===== config.mk =====
export PLATFORM = sky130hd
export DESIGN_NAME = step_clk_ctrl
export DESIGN_NICKNAME = d
export VERILOG_FILES = /design/src/rtl/dbg_pkg.sv /design/src/rtl/phase_timer.sv /design/src/rtl/step_clk_ctrl.sv
export SDC_FILE = /design/constraint.sdc
export NUM_CORES = 1
export LEC_CHECK = 0
export CORE_UTILIZATION = 47
export CTS_CLUSTER_DIAMETER = 60
export DETAILED_ROUTE_END_ITERATION = 16
export HOLD_SLACK_MARGIN = 0.03
export PLACE_DENSITY_LB_ADDON = 0.15
export SYNTH_ARGS = -nofsm -noshare
export SYNTH_HDL_FRONTEND = slang
export SYNTH_SLANG_ARGS = --single-unit

===== constraint.sdc =====
create_clock -name clk -period 9.65 [get_ports clk]
set_input_delay 1.93 -clock clk [delete_from_list [all_inputs] [get_ports clk]]
set_output_delay 1.93 -clock clk [all_outputs]
set_load 0.01 [all_outputs]

===== src/rtl/dbg_pkg.sv =====
// Shared types for the debug step-clock controller: FSM states and
// the run-mode encodings that come in on the mode switches.
package dbg_pkg;

    typedef enum logic [1:0] {
        IDLE = 2'b00,
        HIGH = 2'b01,
        LOW  = 2'b10,
        HALT = 2'b11
    } state_t;

    localparam logic [1:0] MODE_SINGLE = 2'b00;
    localparam logic [1:0] MODE_BURST  = 2'b01;
    localparam logic [1:0] MODE_RUN    = 2'b10;

    // The unused switch setting 2'b11 behaves exactly like single step,
    // so it is folded into MODE_SINGLE at the moment the mode is latched.
    function automatic logic [1:0] norm_mode(input logic [1:0] m);
        return (m == 2'b11) ? MODE_SINGLE : m;
    endfunction

endpackage


===== src/rtl/phase_timer.sv =====
// Loadable down-counter that times the HIGH and LOW phases of each
// generated step. tc is high while the count sits at zero, which marks
// the last cycle of the phase that was loaded.
module phase_timer #(
    parameter int W = 4
) (
    input  logic         clk,
    input  logic         rst,
    input  logic         load,
    input  logic [W-1:0] load_val,
    output logic         tc
);

    logic [W-1:0] count_q;
    logic [W-1:0] count_d;

    // A load always wins; otherwise count down and park at zero.
    always_comb begin
        count_d = count_q;
        if (load) begin
            count_d = load_val;
        end else if (count_q != '0) begin
            count_d = count_q - 1'b1;
        end
    end

    // Counter register, cleared by the synchronous reset.
    always_ff @(posedge clk) begin
        if (rst) begin
            count_q <= '0;
        end else begin
            count_q <= count_d;
        end
    end

    assign tc = (count_q == '0);

endmodule


===== src/rtl/step_clk_ctrl.sv =====
// Debug clock generator for the board-level CPU: turns debounced key
// pulses into single steps, fixed-length bursts or a free-running clock,
// and halts when the CPU PC reaches a breakpoint address.
module step_clk_ctrl
    import dbg_pkg::*;
#(
    parameter int PC_W       = 5,
    parameter int HIGH_CYC   = 4,
    parameter int RUN_PERIOD = 25000000,
    parameter int BURST_LEN  = 16,
    parameter int CNT_W      = 16
) (
    input  logic             clk,
    input  logic             rst,
    input  logic             stop,
    input  logic             sw_pulse,
    input  logic [1:0]       mode,
    input  logic             bp_en,
    input  logic [PC_W-1:0]  bp_addr,
    input  logic [PC_W-1:0]  pc_in,
    output logic             step_clk,
    output logic             busy,
    output logic             halted_bp,
    output logic [CNT_W-1:0] step_cnt
);

    localparam int PH_W = $clog2(RUN_PERIOD);
    localparam int BC_W = $clog2(BURST_LEN) + 1;

    // Timer load values are "phase length minus one" because the timer
    // flags its last cycle at a count of zero.
    localparam logic [PH_W-1:0] HIGH_LOAD    = PH_W'(HIGH_CYC - 1);
    localparam logic [PH_W-1:0] LOW_SB_LOAD  = PH_W'(HIGH_CYC - 1);
    localparam logic [PH_W-1:0] LOW_RUN_LOAD = PH_W'(RUN_PERIOD - HIGH_CYC - 1);
    localparam logic [BC_W-1:0] BURST_LAST   = BC_W'(BURST_LEN - 1);

    state_t            state_q,     state_d;
    logic [1:0]        mode_r_q,    mode_r_d;
    logic [BC_W-1:0]   burst_cnt_q, burst_cnt_d;
    logic              stop_req_q,  stop_req_d;
    logic              step_clk_q,  step_clk_d;
    logic              busy_q,      busy_d;
    logic              halted_bp_q, halted_bp_d;
    logic [CNT_W-1:0]  step_cnt_q,  step_cnt_d;

    logic              timer_load;
    logic [PH_W-1:0]   timer_val;
    logic              phase_done;
    logic              bp_hit;

    phase_timer #(
        .W (PH_W)
    ) u_phase_timer (
        .clk      (clk),
        .rst      (rst),
        .load     (timer_load),
        .load_val (timer_val),
        .tc       (phase_done)
    );

    // pc_in is only looked at on the final LOW cycle, long after the CPU's
    // rising edge, so its value has settled by then.
    assign bp_hit = bp_en && (pc_in == bp_addr);

    // Next-state logic for the step FSM, its bookkeeping and the registered
    // outputs, all derived from where the FSM is heading next.
    always_comb begin
        state_d     = state_q;
        mode_r_d    = mode_r_q;
        burst_cnt_d = burst_cnt_q;
        stop_req_d  = stop_req_q;
        timer_load  = 1'b0;
        timer_val   = HIGH_LOAD;

        case (state_q)
            IDLE: begin
                if (sw_pulse && !stop) begin
                    mode_r_d    = norm_mode(mode);
                    burst_cnt_d = '0;
                    state_d     = HIGH;
                    timer_load  = 1'b1;
                    timer_val   = HIGH_LOAD;
                end
            end

            HIGH: begin
                if (sw_pulse && (mode_r_q == MODE_RUN)) begin
                    stop_req_d = 1'b1;
                end
                if (phase_done) begin
                    state_d    = LOW;
                    timer_load = 1'b1;
                    timer_val  = (mode_r_q == MODE_RUN) ? LOW_RUN_LOAD : LOW_SB_LOAD;
                end
            end

            LOW: begin
                if (sw_pulse && (mode_r_q == MODE_RUN)) begin
                    stop_req_d = 1'b1;
                end
                if (phase_done) begin
                    if (bp_hit) begin
                        state_d = HALT;
                    end else if (stop) begin
                        state_d = IDLE;
                    end else if (mode_r_q == MODE_BURST) begin
                        if (burst_cnt_q == BURST_LAST) begin
                            state_d = IDLE;
                        end else begin
                            burst_cnt_d = burst_cnt_q + 1'b1;
                            state_d     = HIGH;
                            timer_load  = 1'b1;
                            timer_val   = HIGH_LOAD;
                        end
                    end else if (mode_r_q == MODE_RUN) begin
                        if (stop_req_d) begin
                            state_d = IDLE;
                        end else begin
                            state_d    = HIGH;
                            timer_load = 1'b1;
                            timer_val  = HIGH_LOAD;
                        end
                    end else begin
                        state_d = IDLE;
                    end
                end
            end

            HALT: begin
                if (sw_pulse) begin
                    mode_r_d    = MODE_SINGLE;
                    burst_cnt_d = '0;
                    state_d     = HIGH;
                    timer_load  = 1'b1;
                    timer_val   = HIGH_LOAD;
                end
            end

            default: begin
                state_d = IDLE;
            end
        endcase

        if (state_d == IDLE) begin
            stop_req_d = 1'b0;
        end

        step_clk_d  = (state_d == HIGH);
        busy_d      = (state_d == HIGH) || (state_d == LOW);
        halted_bp_d = (state_d == HALT);

        step_cnt_d = step_cnt_q;
        if ((state_d == HIGH) && (state_q != HIGH) && (step_cnt_q != '1)) begin
            step_cnt_d = step_cnt_q + 1'b1;
        end
    end

    // State and output registers; reset truncates any pulse in progress.
    always_ff @(posedge clk) begin
        if (rst) begin
            state_q     <= IDLE;
            mode_r_q    <= MODE_SINGLE;
            burst_cnt_q <= '0;
            stop_req_q  <= 1'b0;
            step_clk_q  <= 1'b0;
            busy_q      <= 1'b0;
            halted_bp_q <= 1'b0;
            step_cnt_q  <= '0;
        end else begin
            state_q     <= state_d;
            mode_r_q    <= mode_r_d;
            burst_cnt_q <= burst_cnt_d;
            stop_req_q  <= stop_req_d;
            step_clk_q  <= step_clk_d;
            busy_q      <= busy_d;
            halted_bp_q <= halted_bp_d;
            step_cnt_q  <= step_cnt_d;
        end
    end

    assign step_clk  = step_clk_q;
    assign busy      = busy_q;
    assign halted_bp = halted_bp_q;
    assign step_cnt  = step_cnt_q;

endmodule


## Word level (Yosys, flattened, before mapping)

Cells that the tools add are included.

- Add/subtract/negate cells: 3
- Equal/unequal tests: 20
- Multiplexer cells: 42
- Reductions and logical operators: 19

Operators by type and width:

| operator | count |
|---|---|
| 2-to-1 mux 25 bit | 4 |
| case mux 25 bit (2 select lines) | 1 |
| 2-to-1 mux 5 bit | 7 |
| logical NOT 25 bit | 1 |
| nonzero test 25 bit | 1 |
| subtractor 25 x 1 -> 25 bit, second input constant | 1 |
| 2-to-1 mux 2 bit | 11 |
| adder 16 x 1 -> 16 bit, second input constant | 1 |
| inequality test 16 bit, second input constant | 1 |
| case mux 5 bit (3 select lines) | 1 |
| 2-to-1 mux 1 bit | 14 |
| inequality test 2 bit, second input constant | 7 |
| equality test 2 bit, second input constant | 6 |
| case mux 2 bit (4 select lines) | 1 |
| AND reduction 8 bit | 1 |
| equality test 2 x 1 -> 1 bit, second input constant | 3 |
| nonzero test 2 bit | 3 |
| adder 5 x 1 -> 5 bit, second input constant | 1 |
| equality test 5 x 4 -> 1 bit, second input constant | 1 |
| equality test 5 bit | 1 |
| logical AND 1 bit | 5 |
| logical NOT 2 bit | 2 |
| case mux 1 bit (4 select lines) | 1 |
| case mux 2 bit (2 select lines) | 1 |
| 8 further kinds | 8 |

- Register bits after elaboration: 54
- Bits of input ports: 17
- Logic and storage cells: 93

## Logic depth before layout (Yosys ltp)

- Depth in word-level cells: 14
- Mapped depth: 16
- Gate-level depth less buffers: 16

## Hierarchy

Synthesis repeated with hierarchy kept, for this count alone.

- Cell total of the unflattened synthesis: 346
- Area total of the unflattened synthesis: 2,985.4 um^2

Modules (own cells, without submodules):

| module | times used | cells an instance | area an instance (um^2) | sequential area each (um^2) |
|---|---|---|---|---|
| step_clk_ctrl | 1 | 191 | 1,635.3 | 580.6 |
| phase_timer | 1 | 155 | 1,350.0 | 500.5 |

## Least setup slack after synthesis

Ideal clock, no wire load.

- Path kind: input -> register
- Start: input sw_pulse
- End: register step_cnt_q[14], in the netlist step_cnt[14]
- Setup time: 0.114 ns
- Arrival time: 4.397 ns
- Data required time: 9.536 ns
- Setup slack: 5.139 ns
- Cell stages on the path: 13
- Buffers on the path: 0
- Path through: or4b_1 -> a211o_1 -> nand2_1 -> nor3_1 -> a311o_1 -> inv_1 -> ha_1 -> nand2b_1 -> nor4_1 -> nand3_1 -> nor4_1 -> nor3b_1 -> a21o_1

- Word-level cells in the longest chain between the ends: 13

RTL lines:

| element | line | text |
|---|---|---|
| start, declared | step_clk_ctrl.sv:16 | `input logic sw_pulse,` |
| logical AND 1 bit | step_clk_ctrl.sv:98 | `if (sw_pulse && (mode_r_q == MODE_RUN)) begin` |
| 2-to-1 mux 1 bit | n/a |  |
| 2-to-1 mux 1 bit | step_clk_ctrl.sv:75 | `case (state_q)` |
| 2-to-1 mux 1 bit | step_clk_ctrl.sv:116 | `if (stop_req_d) begin` |
| 2-to-1 mux 2 bit | step_clk_ctrl.sv:115 | `end else if (mode_r_q == MODE_RUN) begin` |
| 2-to-1 mux 2 bit | step_clk_ctrl.sv:106 | `end else if (mode_r_q == MODE_BURST) begin` |
| 2-to-1 mux 2 bit | step_clk_ctrl.sv:104 | `end else if (stop) begin` |
| 2-to-1 mux 2 bit | step_clk_ctrl.sv:102 | `if (bp_hit) begin` |
| 2-to-1 mux 2 bit | step_clk_ctrl.sv:101 | `if (phase_done) begin` |
| case mux 2 bit (4 select lines) (*) | step_clk_ctrl.sv:75 |  |
| named net state_d[0] | step_clk_ctrl.sv:37 | `state_t state_q, state_d;` |
| equality test 2 x 1 -> 1 bit (*) | n/a |  |
| named net step_clk_d | step_clk_ctrl.sv:41 | `logic step_clk_q, step_clk_d;` |
| logical AND 1 bit (*) (2 in series) | step_clk_ctrl.sv:153 | `if ((state_d == HIGH) && (state_q != HIGH) && (step_cnt_q != '1)) begin` |
| end signal, assigned | step_clk_ctrl.sv:177 | `step_cnt_q <= step_cnt_d;` |
| end, declared | step_clk_ctrl.sv:44 | `logic [CNT_W-1:0] step_cnt_q, step_cnt_d;` |

Mark *: on every way through the listed nets, which the timed path passes. The rest lies on a longest branch. The select of a mux whose other input is x is not followed.
A chain may end at the register's enable or synchronous reset.

## Worst setup path after layout

- Start: input sw_pulse
- End: register step_cnt_q[9], in the netlist step_cnt[9]

Same word-level chain as after synthesis.

==> results.sh <==
export IMPL_n_antenna_cell=0
export IMPL_drive_gt1_share_pct=8.12
export IMPL_initial_core_util_pct=50.0
export IMPL_final_nets=384
export IMPL_skew_ns=0.00648
export IMPL_die_h_um=79.7
export IMPL_fin_crit_ns=5.18
export IMPL_dpl_instance_area_um2=3240
export IMPL_clk_pin_slew_ns=0.09
export IMPL_hold_viol=0
export IMPL_slew_headroom_pct=37.2
export IMPL_path_depth=13
export IMPL_clock_sinks=54
export IMPL_power_density_nw_per_um2=265
export IMPL_tightest_slew_ns=0.930
export IMPL_design_area_um2=3350
export IMPL_status="finished clean"
export IMPL_netlist_area_leader_share_pct=38.1
export IMPL_synth_seq_area_share_pct=38.1
export IMPL_design_die_area_um2=6350
export IMPL_use_met3_pct=3.09
export IMPL_grt_antenna_before_repair=0
export IMPL_cp_num_buf_inv=2
export IMPL_dp_hpwl_um=4150
export IMPL_core_area_um2=5680
export IMPL_cts_tree="built"
export IMPL_wl_per_cell_um=13.2
export IMPL_crit_path_start="sw_pulse"
export IMPL_r2r_start="u_phase_timer.count_q[0]"
export IMPL_final_cell_mix="dfxtp_1, nor2_1, clkdlybuf4s50_1"
export IMPL_crit_path_max_fanout=11
export IMPL_slowest_stage="a41oi_1"
export IMPL_yosys_warnings=0
export IMPL_crit_end="step_cnt[9]"
export IMPL_wl_um=5670
export IMPL_cts_hold_buf=0
export IMPL_syn_avg_cell_area_um2=8.81
export IMPL_viasPerCell=5.38
export IMPL_yosys_cell_types_count=58
export IMPL_mostFrequentLayoutCell="dfxtp_1"
export IMPL_grt_pass1_vias=2168
export IMPL_startpoint_type="input port"
export IMPL_ys_seq_elements=54
export IMPL_grt_busiest_layer="met2"
export IMPL_arrival_ns=5.37
export IMPL_routabilityCongestion=0.816
export IMPL_first_pass_iters=4
export IMPL_grt_pass1_wl_um=9740
export IMPL_cts_made_buffers=5
export IMPL_fin_crit_sh_pct=53.7
export IMPL_setup_violations=0
export IMPL_p_leak_nw=1.22
export IMPL_dieWidth_um=79.7
export IMPL_drv_slew=0
export IMPL_grt_overflow_total=0
export IMPL_ys_flop_type="dfxtp_1"
export IMPL_fmax_mhz=193
export IMPL_syn_inst=322
export IMPL_r2r_slack_ns=5.56
export IMPL_synth_edf_count=0
export IMPL_ys_async_sr_fraction_pct=0
export IMPL_grt_usage_pct=19.4
export IMPL_endpoint_kind="flop"
export IMPL_root_buffer="clkbuf_8"
export IMPL_vias=2309
export IMPL_syn_cell_area_um2=2840
export IMPL_rsz0062_at_grt="no"
export IMPL_hold_path_class="reg -> reg"
export IMPL_drc=0
export IMPL_critPathKind="in -> reg"
export IMPL_synth_area_leaders="dfxtp_1, xor2_1, nor2_1, xnor2_1, ha_1"
export IMPL_ios=36
export IMPL_r2r_end="step_cnt[9]"
export IMPL_clk_latency_ns=0.30
export IMPL_grt_use_met1_pct=24.8
export IMPL_io_buffer_count=35
export IMPL_area_growth_pct=18.1
export IMPL_cp_required_ns=9.84
export IMPL_postCtsSetupBuffers=0
export IMPL_peakVddDrop_v=0.000118
export IMPL_critical_path_cell_chain="clkdlybuf4s50_1, or4b_1, a211o_1, nand2_1, nor3_1, a311o_1, inv_1, ha_1, nand2b_1, a41oi_1, nor3b_1, xnor2_1, nor2_1"
export IMPL_fp_row_count=27
export IMPL_setup_tns_ns=0
export IMPL_final_antenna_net_count=0
export IMPL_synth_largest_area_cell="dfxtp_1"
export IMPL_cts_resized=0
export IMPL_max_stage_delay_ns=0.72
export IMPL_grt_max_degree=35
export IMPL_reg2reg_depth=14
export IMPL_cpLargestDelayFamily="compound AO/OA/AOI/OAI gates"
export IMPL_htree_levels=2
export IMPL_syn_nets=349
export IMPL_clock_path_buffers=2
export IMPL_met2_usage_pct=33.9
export IMPL_initialDrtViolationCount=90
export IMPL_maxCapViolCount=0
==> power by group <==
group	switching [W]	internal [W]	total (W)
Combinational	0.000232	0.000188	0.000421
Clock	0.0000710	0.0000831	0.000154
Sequential	0.0000458	0.000267	0.000313
Total	0.000349	0.000539	0.000888
==> area by class of cell <==
| class | count | area, µm² |
|---|---|---|
| clock buffers | 6 | 82.6 |
| clock inverters | 1 | 30.0 |
| fillers | 531 | 2320 |
| inverters | 13 | 48.8 |
| multi-input cells | 247 | 1660 |
| flip-flops and latches | 54 | 1080 |
| well taps | 72 | 90.1 |
| repair buffers | 36 | 358 |
==> how the worst min path moves through the flow <==
stage / depth (start not counted) / slack (ns) / end / from
floorplan: 2 / 0.42 / u_phase_timer.count_q[24] / u_phase_timer.count_q[24]
global placement: 2 / 0.44 / u_phase_timer.count_q[24] / u_phase_timer.count_q[24]
detailed placement: 2 / 0.45 / u_phase_timer.count_q[24] / u_phase_timer.count_q[24]
CTS: 2 / 0.47 / u_phase_timer.count_q[24] / u_phase_timer.count_q[24]
global route: 2 / 0.49 / u_phase_timer.count_q[24] / u_phase_timer.count_q[24]
finish: 2 / 0.46 / u_phase_timer.count_q[24] / u_phase_timer.count_q[24]
==> synthesized netlist by cell type (all sizes together), types with 3 or more instances <==
master and instances:
and3 3, inv 13, buf 4, nor3 15, nand3b 4, ha 10, nor4 15, a21oi 12
nor3b 4, nand3 10, nor2 47, nand4 7, or3 6, nand2 29, dfxtp 54, nand4b 3
clkbuf 4, nand2b 4, or2 3, xnor2 18, o21ai 6, xor2 21
==> registers in the layout, indices dropped and copies added, names as in the netlist <==
name and flops:
burst_cnt_q 5, busy 1, halted_bp 1, mode_r_q 2, state_q 2, step_clk 1
step_cnt 16, stop_req_q 1, u_phase_timer.count_q 25
==> cells by family (layout without fill, tap and decap cells) <==
family	after synthesis	after routing	synth area share, %
and+or+nand+nor	158	158	31.2
muxes	3	3	1.10
DFF	54	54	38.1
xor gates and xnor gates	39	39	12.0
adders and majority gates	10	10	4.41
buffers and inverters	21	56	3.35
AOI/OAI and AO/OA	37	37	9.79
==> routing by layer <==
metal | vias up | routed length (µm)
met1 | 1075 | 2790
met3 | 5 | 169
li1 | 1196 | -
met4 | 0 | 40
met5 | - | 0
met2 | 33 | 2670
==> through the flow <==
step	hold WS (ns)	setup slack, ns	util (%)	total power (W)	std cells
after floorplan	0.423	5.14	-	0.000660	322
after global placement	0.436	4.20	57.1	0.000736	422
after detailed placement	0.452	4.14	57.1	0.000738	422
after CTS	0.466	4.45	59.1	0.000896	429
after global routing	0.488	4.30	59.1	0.000959	429
final	0.457	4.47	59.1	0.000888	429
==> tightest hold or removal path, delay by kind of cell (launching register included) <==
family,cells,cell delay [ns]
flip-flops,1,0.31
AND/OR/NAND/NOR,1,0.05
AO/OA/AOI/OAI,1,0.05
No activity file was read; power rests on OpenSTA's default activity.
